## config.mk

```make
export PLATFORM = sky130hd
export DESIGN_NAME = qam16_carrier_mod
export DESIGN_NICKNAME = d
export VERILOG_FILES = /design/src/rtl/qam_pkg.sv /design/src/rtl/qam_sin_lut.sv /design/src/rtl/qam16_carrier_mod.sv
export SDC_FILE = /design/constraint.sdc
export NUM_CORES = 1
export LEC_CHECK = 0
export CAP_MARGIN = 20
export CORE_MARGIN = 10
export CORE_UTILIZATION = 30
export DETAILED_ROUTE_END_ITERATION = 7
export SLEW_MARGIN = 20
export SYNTH_ARGS = -nofsm -noshare
export SYNTH_HDL_FRONTEND = slang
export SYNTH_HIERARCHICAL = 1
export SYNTH_SLANG_ARGS = --single-unit
```

## constraint.sdc

```tcl
create_clock -name clk -period 4.71 [get_ports clk]
set_clock_uncertainty 0.15 [all_clocks]
set_input_delay 0.7065 -clock clk [delete_from_list [all_inputs] [get_ports clk]]
set_output_delay 0.7065 -clock clk [all_outputs]
set_load 0.02 [all_outputs]
```

## src/rtl/qam_pkg.sv

```systemverilog
// Shared types, constants and helpers for the 16-QAM IF upconverter.
package qam_pkg;

   // Width of one carrier sample taken from the quarter-wave table.
   localparam int SAMPLE_W = 8;

   // A 16-QAM amplitude level in {-3, -1, +1, +3}. Zero is used only while idle.
   typedef logic signed [2:0]          level_t;

   // A signed carrier sample with a peak of +/-127.
   typedef logic signed [SAMPLE_W-1:0] sample_t;

   localparam level_t LVL_M3 = 3'sb101;
   localparam level_t LVL_M1 = 3'sb111;
   localparam level_t LVL_P1 = 3'sb001;
   localparam level_t LVL_P3 = 3'sb011;

   // Gray-coded symbol half to amplitude level. Adjacent levels differ in one bit.
   function automatic level_t gray2lvl(input logic [1:0] i_bits);
      level_t r_lvl;
      case (i_bits)
         2'b00:   r_lvl = LVL_M3;
         2'b01:   r_lvl = LVL_M1;
         2'b11:   r_lvl = LVL_P1;
         2'b10:   r_lvl = LVL_P3;
         default: r_lvl = 3'sb000;
      endcase
      return r_lvl;
   endfunction

endpackage

```

## src/rtl/qam_sin_lut.sv

```systemverilog
// Combinational sine of an 8-bit phase address: a 64-entry quarter-wave
// table, mirrored for odd quadrants and negated for the lower half-plane.
// The table is sampled at half-step offsets, so no entry is ever zero and
// the quadrant seams need no special cases.
module qam_sin_lut
   import qam_pkg::*;
(
   input  logic [7:0] i_addr,
   output sample_t    o_sample
);

   logic [5:0] w_idx;
   logic [6:0] w_mag;

   // round(127 * sin(pi/2 * (k + 0.5) / 64)) for k = 0..63.
   function automatic logic [6:0] quarter_sine(input logic [5:0] i_k);
      logic [6:0] r_t;
      case (i_k)
         6'd0:  r_t = 7'd2;   6'd1:  r_t = 7'd5;   6'd2:  r_t = 7'd8;   6'd3:  r_t = 7'd11;
         6'd4:  r_t = 7'd14;  6'd5:  r_t = 7'd17;  6'd6:  r_t = 7'd20;  6'd7:  r_t = 7'd23;
         6'd8:  r_t = 7'd26;  6'd9:  r_t = 7'd29;  6'd10: r_t = 7'd32;  6'd11: r_t = 7'd35;
         6'd12: r_t = 7'd38;  6'd13: r_t = 7'd41;  6'd14: r_t = 7'd44;  6'd15: r_t = 7'd47;
         6'd16: r_t = 7'd50;  6'd17: r_t = 7'd53;  6'd18: r_t = 7'd56;  6'd19: r_t = 7'd58;
         6'd20: r_t = 7'd61;  6'd21: r_t = 7'd64;  6'd22: r_t = 7'd67;  6'd23: r_t = 7'd69;
         6'd24: r_t = 7'd72;  6'd25: r_t = 7'd74;  6'd26: r_t = 7'd77;  6'd27: r_t = 7'd79;
         6'd28: r_t = 7'd82;  6'd29: r_t = 7'd84;  6'd30: r_t = 7'd86;  6'd31: r_t = 7'd89;
         6'd32: r_t = 7'd91;  6'd33: r_t = 7'd93;  6'd34: r_t = 7'd95;  6'd35: r_t = 7'd97;
         6'd36: r_t = 7'd99;  6'd37: r_t = 7'd101; 6'd38: r_t = 7'd103; 6'd39: r_t = 7'd105;
         6'd40: r_t = 7'd106; 6'd41: r_t = 7'd108; 6'd42: r_t = 7'd110; 6'd43: r_t = 7'd111;
         6'd44: r_t = 7'd113; 6'd45: r_t = 7'd114; 6'd46: r_t = 7'd115; 6'd47: r_t = 7'd117;
         6'd48: r_t = 7'd118; 6'd49: r_t = 7'd119; 6'd50: r_t = 7'd120; 6'd51: r_t = 7'd121;
         6'd52: r_t = 7'd122; 6'd53: r_t = 7'd123; 6'd54: r_t = 7'd124; 6'd55: r_t = 7'd124;
         6'd56: r_t = 7'd125; 6'd57: r_t = 7'd125; 6'd58: r_t = 7'd126; 6'd59: r_t = 7'd126;
         6'd60: r_t = 7'd127; 6'd61: r_t = 7'd127; 6'd62: r_t = 7'd127; 6'd63: r_t = 7'd127;
         default: r_t = 7'd0;
      endcase
      return r_t;
   endfunction

   // Odd quadrants walk the table backwards: 63 - k is the bitwise inverse of k.
   assign w_idx = i_addr[6] ? ~i_addr[5:0] : i_addr[5:0];
   assign w_mag = quarter_sine(w_idx);

   // Quadrants 2 and 3 are the negative half of the sine.
   always_comb begin
      if (i_addr[7]) begin
         o_sample = -$signed({1'b0, w_mag});
      end else begin
         o_sample = $signed({1'b0, w_mag});
      end
   end

endmodule

```

## src/rtl/qam16_carrier_mod.sv

```systemverilog
// 16-QAM digital IF upconverter: Gray-maps the I/Q symbol halves to
// amplitude levels and mixes them onto a quadrature carrier,
// producing mod_out = I*cos - Q*sin, one sample per clock.
// Pipeline: phase/level registers -> S1 (carrier + levels) -> S2 (mix).
// PHASE_W must be at least 8; the top 8 phase bits address the carrier.
module qam16_carrier_mod
   import qam_pkg::*;
#(
   parameter int PHASE_W = 10,
   parameter int AMP_W   = 8,
   parameter int OUT_W   = 11
) (
   input  logic                     clk,
   input  logic                     rst,
   input  logic                     sym_valid,
   input  logic [1:0]               SigI,
   input  logic [1:0]               SigQ,
   input  logic [PHASE_W-1:0]       fcw,
   output logic signed [OUT_W-1:0]  mod_out,
   output logic                     out_valid
);

   logic [PHASE_W-1:0]      r_phase;
   level_t                  r_lvl_i;
   level_t                  r_lvl_q;
   logic                    r_active;

   logic signed [AMP_W-1:0] r_s1_sin;
   logic signed [AMP_W-1:0] r_s1_cos;
   level_t                  r_s1_lvl_i;
   level_t                  r_s1_lvl_q;
   logic                    r_s1_active;

   logic [7:0]              w_addr_sin;
   logic [7:0]              w_addr_cos;
   sample_t                 w_sin;
   sample_t                 w_cos;
   logic signed [OUT_W-1:0] w_mix;

   // Cosine is the sine a quarter turn ahead; the 8-bit add wraps naturally.
   assign w_addr_sin = r_phase[PHASE_W-1 -: 8];
   assign w_addr_cos = w_addr_sin + 8'd64;

   qam_sin_lut u_sin_lut (
      .i_addr   (w_addr_sin),
      .o_sample (w_sin)
   );

   qam_sin_lut u_cos_lut (
      .i_addr   (w_addr_cos),
      .o_sample (w_cos)
   );

   // Mix at full output width; the largest magnitude is 3*127*2 = 762.
   assign w_mix = (OUT_W'(r_s1_lvl_i) * OUT_W'(r_s1_cos))
                - (OUT_W'(r_s1_lvl_q) * OUT_W'(r_s1_sin));

   // Phase accumulator and symbol register; active latches on the first symbol.
   always_ff @(posedge clk or posedge rst) begin
      if (rst) begin
         r_phase  <= '0;
         r_lvl_i  <= 3'sb000;
         r_lvl_q  <= 3'sb000;
         r_active <= 1'b0;
      end else begin
         r_phase <= r_phase + fcw;
         if (sym_valid) begin
            r_lvl_i  <= gray2lvl(SigI);
            r_lvl_q  <= gray2lvl(SigQ);
            r_active <= 1'b1;
         end else begin
            r_lvl_i  <= r_lvl_i;
            r_lvl_q  <= r_lvl_q;
            r_active <= r_active;
         end
      end
   end

   // S1: capture the carrier samples alongside the levels they will scale.
   always_ff @(posedge clk or posedge rst) begin
      if (rst) begin
         r_s1_sin    <= '0;
         r_s1_cos    <= '0;
         r_s1_lvl_i  <= 3'sb000;
         r_s1_lvl_q  <= 3'sb000;
         r_s1_active <= 1'b0;
      end else begin
         r_s1_sin    <= w_sin;
         r_s1_cos    <= w_cos;
         r_s1_lvl_i  <= r_lvl_i;
         r_s1_lvl_q  <= r_lvl_q;
         r_s1_active <= r_active;
      end
   end

   // S2: registered passband sample and its qualifier.
   always_ff @(posedge clk or posedge rst) begin
      if (rst) begin
         mod_out   <= '0;
         out_valid <= 1'b0;
      end else begin
         mod_out   <= w_mix;
         out_valid <= r_s1_active;
      end
   end

endmodule

```

==> results.txt, run 1 <==
Total grt overflow: 0
Starting Density: 30.5%
Post-DP HPWL: 11300 µm
Share of layout cells above drive strength 1: 7.46%
Worst Path Max Fanout: 10
Initial antenna violation count: 0
Die Height: 169 µm
Crit start category: flip-flop
CTS sink cnt: 48
CP max stage delay: 0.55 ns
Worst setup path end: mod_out[9]
Critical Path Most Common Cell: fa_1
Top area cells in the synthesized netlist: dfrtp_1 18%, ha_1 12%, fa_1 10%
Post-synth top cells: 83 x inv_1, 63 x ha_1, 48 x dfrtp_1, 48 x nor2_1, 40 x nand2_1
Mapped Nets: 890
Gpl congestion: 0.834
Synthesized area per cell: 8.57 µm²
RSZ-0062 raised after global routing: no
WP data required: 4.78 ns
CTS H-tree depth: 2
Placement Rows: 54
Setup violations, final: 0
Slew of the pin with the lowest slew margin: 0.872 ns
Post-Syn Area: 6650 µm²
Crit path depth: 12
Setup_tns: 0 ns
Die Span X: 169 µm
Final Hold Fails: 0
Number of global-route vias before repair: 5190
Netlist cell types: 99
Max layer used: met4
Worst path slowest cell: fa_1
CTS tree: done
Die area: 28500 µm²
# nets final: 890
# IOs: 29
Worst setup path start: r_s1_lvl_q[0]
Core Area: 21800 µm²
P&R area growth vs syn: 9.09%
Most frequent cell after synthesis: inv_1
Post-DRT Antenna Nets: 0
Drt wl/cell: 14.4 µm
Drt pass-1 iters: 5
Metal-1 WL: 7380 µm
Via density: 5.13
Detailed Route Iter0 Violations: 398
Most area-hungry cell type in the Yosys netlist: dfrtp_1
Area of the multi-input gates: 4830 µm²
CP endpoint kind: flip-flop
R2R Setup Slk: 0.41 ns
Post-route clock period utilization: 91.3%
Status: finished, final reports clean
Total track usage: 10.6%
Worst R2R Path Depth: 12
WP data arrival: 4.37 ns
CTS buffer count: 5
Max Cap Viol: 0
Worst-skew pair later-pin latency: 0.29 ns
First-pass GRT wire length: 25800 µm
CP Class: flip-flop to flip-flop
Top FF cell, synth: dfrtp_1
Cell Chain, Critical Path: buf_4 > nand2_1 > fa_1 > fa_1 > fa_1 > fa_1 > ha_1 > a21o_1 > a211oi_1 > nor2_1 > o41ai_2 > xnor2_1
DR vias: 5427
Reg-to-reg endpoint: mod_out[9]
Relative slew margins: 41.8%
Post-synth EDFFs: 0
Fillers: 2248
Register area share after synthesis: 18.1%
Total wire length: 15200 µm
Min cycle time layout: 4.30 ns
CTS resizes: 0
Diode count: 0
Crit path buf inv count: 1
CTS clock-pin slew for the worst setup and hold paths: 0.07 ns
Port bufs: 28
Final slew viol count: 0
CTS max path bufs: 2
Drt drc: 0
Asr flop ratio synth: 100%
Flop and latch count out of synthesis: 48
# Post-CTS Setup Buffers: 0
HP Class: flip-flop to flip-flop
Met2 Routed Length: 7000 µm
Worst r2r src: r_s1_lvl_q[0]
Synth warn: 6
Top Family by Delay on Critical Path: adder cells
Maximum number of pins on one net before global-route repair: 56
Sequential cell area: 1200 µm²
DR WL met3: 719 µm
Core Util, Final: 33.2%
Gate count after technology mapping: 776
Cts hold-fix bufs: 0
Fmax: 0.232 GHz
CTS root buf: clkbuf_16
Synth top area share: 18.1%
[stage by stage]
stage / hold slack (ns) / std cells / area (µm²) / setup WS (ns)
CTS: 0.233 / 1057 / 7250 / 0.360
global route: 0.236 / 1057 / 7250 / 0.155
detailed placement: 0.216 / 1049 / 7080 / 0.385
floorplan: 0.196 / 776 / 6650 / 0.418
finish: 0.229 / 1057 / 7250 / 0.409
global placement: 0.212 / 1049 / 7080 / 0.491
[cell type report]
cell class / instances / area share (%)
tap: 280 / 4.83
sequential: 48 / 16.6
multi-input combinational: 596 / 66.6
clock inverter: 3 / 0.638
clock buffer: 5 / 1.73
timing repair buffer: 38 / 5.07
inverter: 87 / 4.52
[kinds of logic after synthesis]
logic type	after synthesis	share of synthesized area (%)
and+or+nand+nor	256	22.0
AOI/OAI and AO/OA	188	20.3
buffers and inverters	132	9.28
adders and majority gates	97	22.1
DFF	48	18.1
xor gates and xnor gates	39	5.46
muxes	15	2.69
other	1	0.0564
[worst min path at each step]
stage | cells past startpoint | startpoint | end
6_report | 0 | r_lvl_q[1] | r_s1_lvl_q[1]
5_1_grt | 0 | r_lvl_q[1] | r_s1_lvl_q[1]
4_1_cts | 0 | r_lvl_i[0] | r_s1_lvl_q[0]
3_5_place_dp | 0 | r_lvl_q[2] | r_s1_lvl_q[2]
3_3_place_gp | 0 | r_lvl_q[1] | r_s1_lvl_q[1]
2_1_floorplan | 0 | r_lvl_i[0] | r_s1_lvl_q[0]
[sequential cells by signal, summed over array words and instances (netlist names)]
register	count
mod_out	11
out_valid	1
r_s1_lvl_q	3
r_phase	10
r_s1_lvl_i	2
r_s1_cos	8
r_lvl_i	3
r_s1_sin	8
r_lvl_q	2
[layout by cell type, fill, tap and decap left out, drive strengths merged, types with 12 or more instances in the layout]
cell type and n:
xor2 12, clkdlybuf4s50 28, nand2b 25, ha 63, nand3 14, xnor2 26
dfrtp 48, nor2 48, inv 86, o21ai 37, fa 34, nor3 13
and2 28, nor2b 29, a21oi 41, nand2 40
[metal layers]
metal	track usage (%)	vias up
li1	-	2719
met1	14.4	2589
met2	16.9	111
met3	2.13	8
met4	2.12	0
met5	0	-
Power of run 1 is left out: the tool's default activity adds up to more than one toggle a clock period on the data nets, which glitch-free logic cannot reach.
==> run 2, diff against run 1 <==
--- a/config.mk
+++ b/config.mk
@@ -8,7 +8,9 @@
 export CAP_MARGIN = 20
 export CORE_MARGIN = 10
 export CORE_UTILIZATION = 30
+export CTS_CLUSTER_SIZE = 12
 export DETAILED_ROUTE_END_ITERATION = 7
+export SKIP_CTS_REPAIR_TIMING = 1
 export SLEW_MARGIN = 20
 export SYNTH_ARGS = -nofsm -noshare
 export SYNTH_HDL_FRONTEND = slang
==> results of run 2 <==
The final DEF is identical to that of run 1; final timing and power are the same.
Power of run 2 is left out for the same reason.
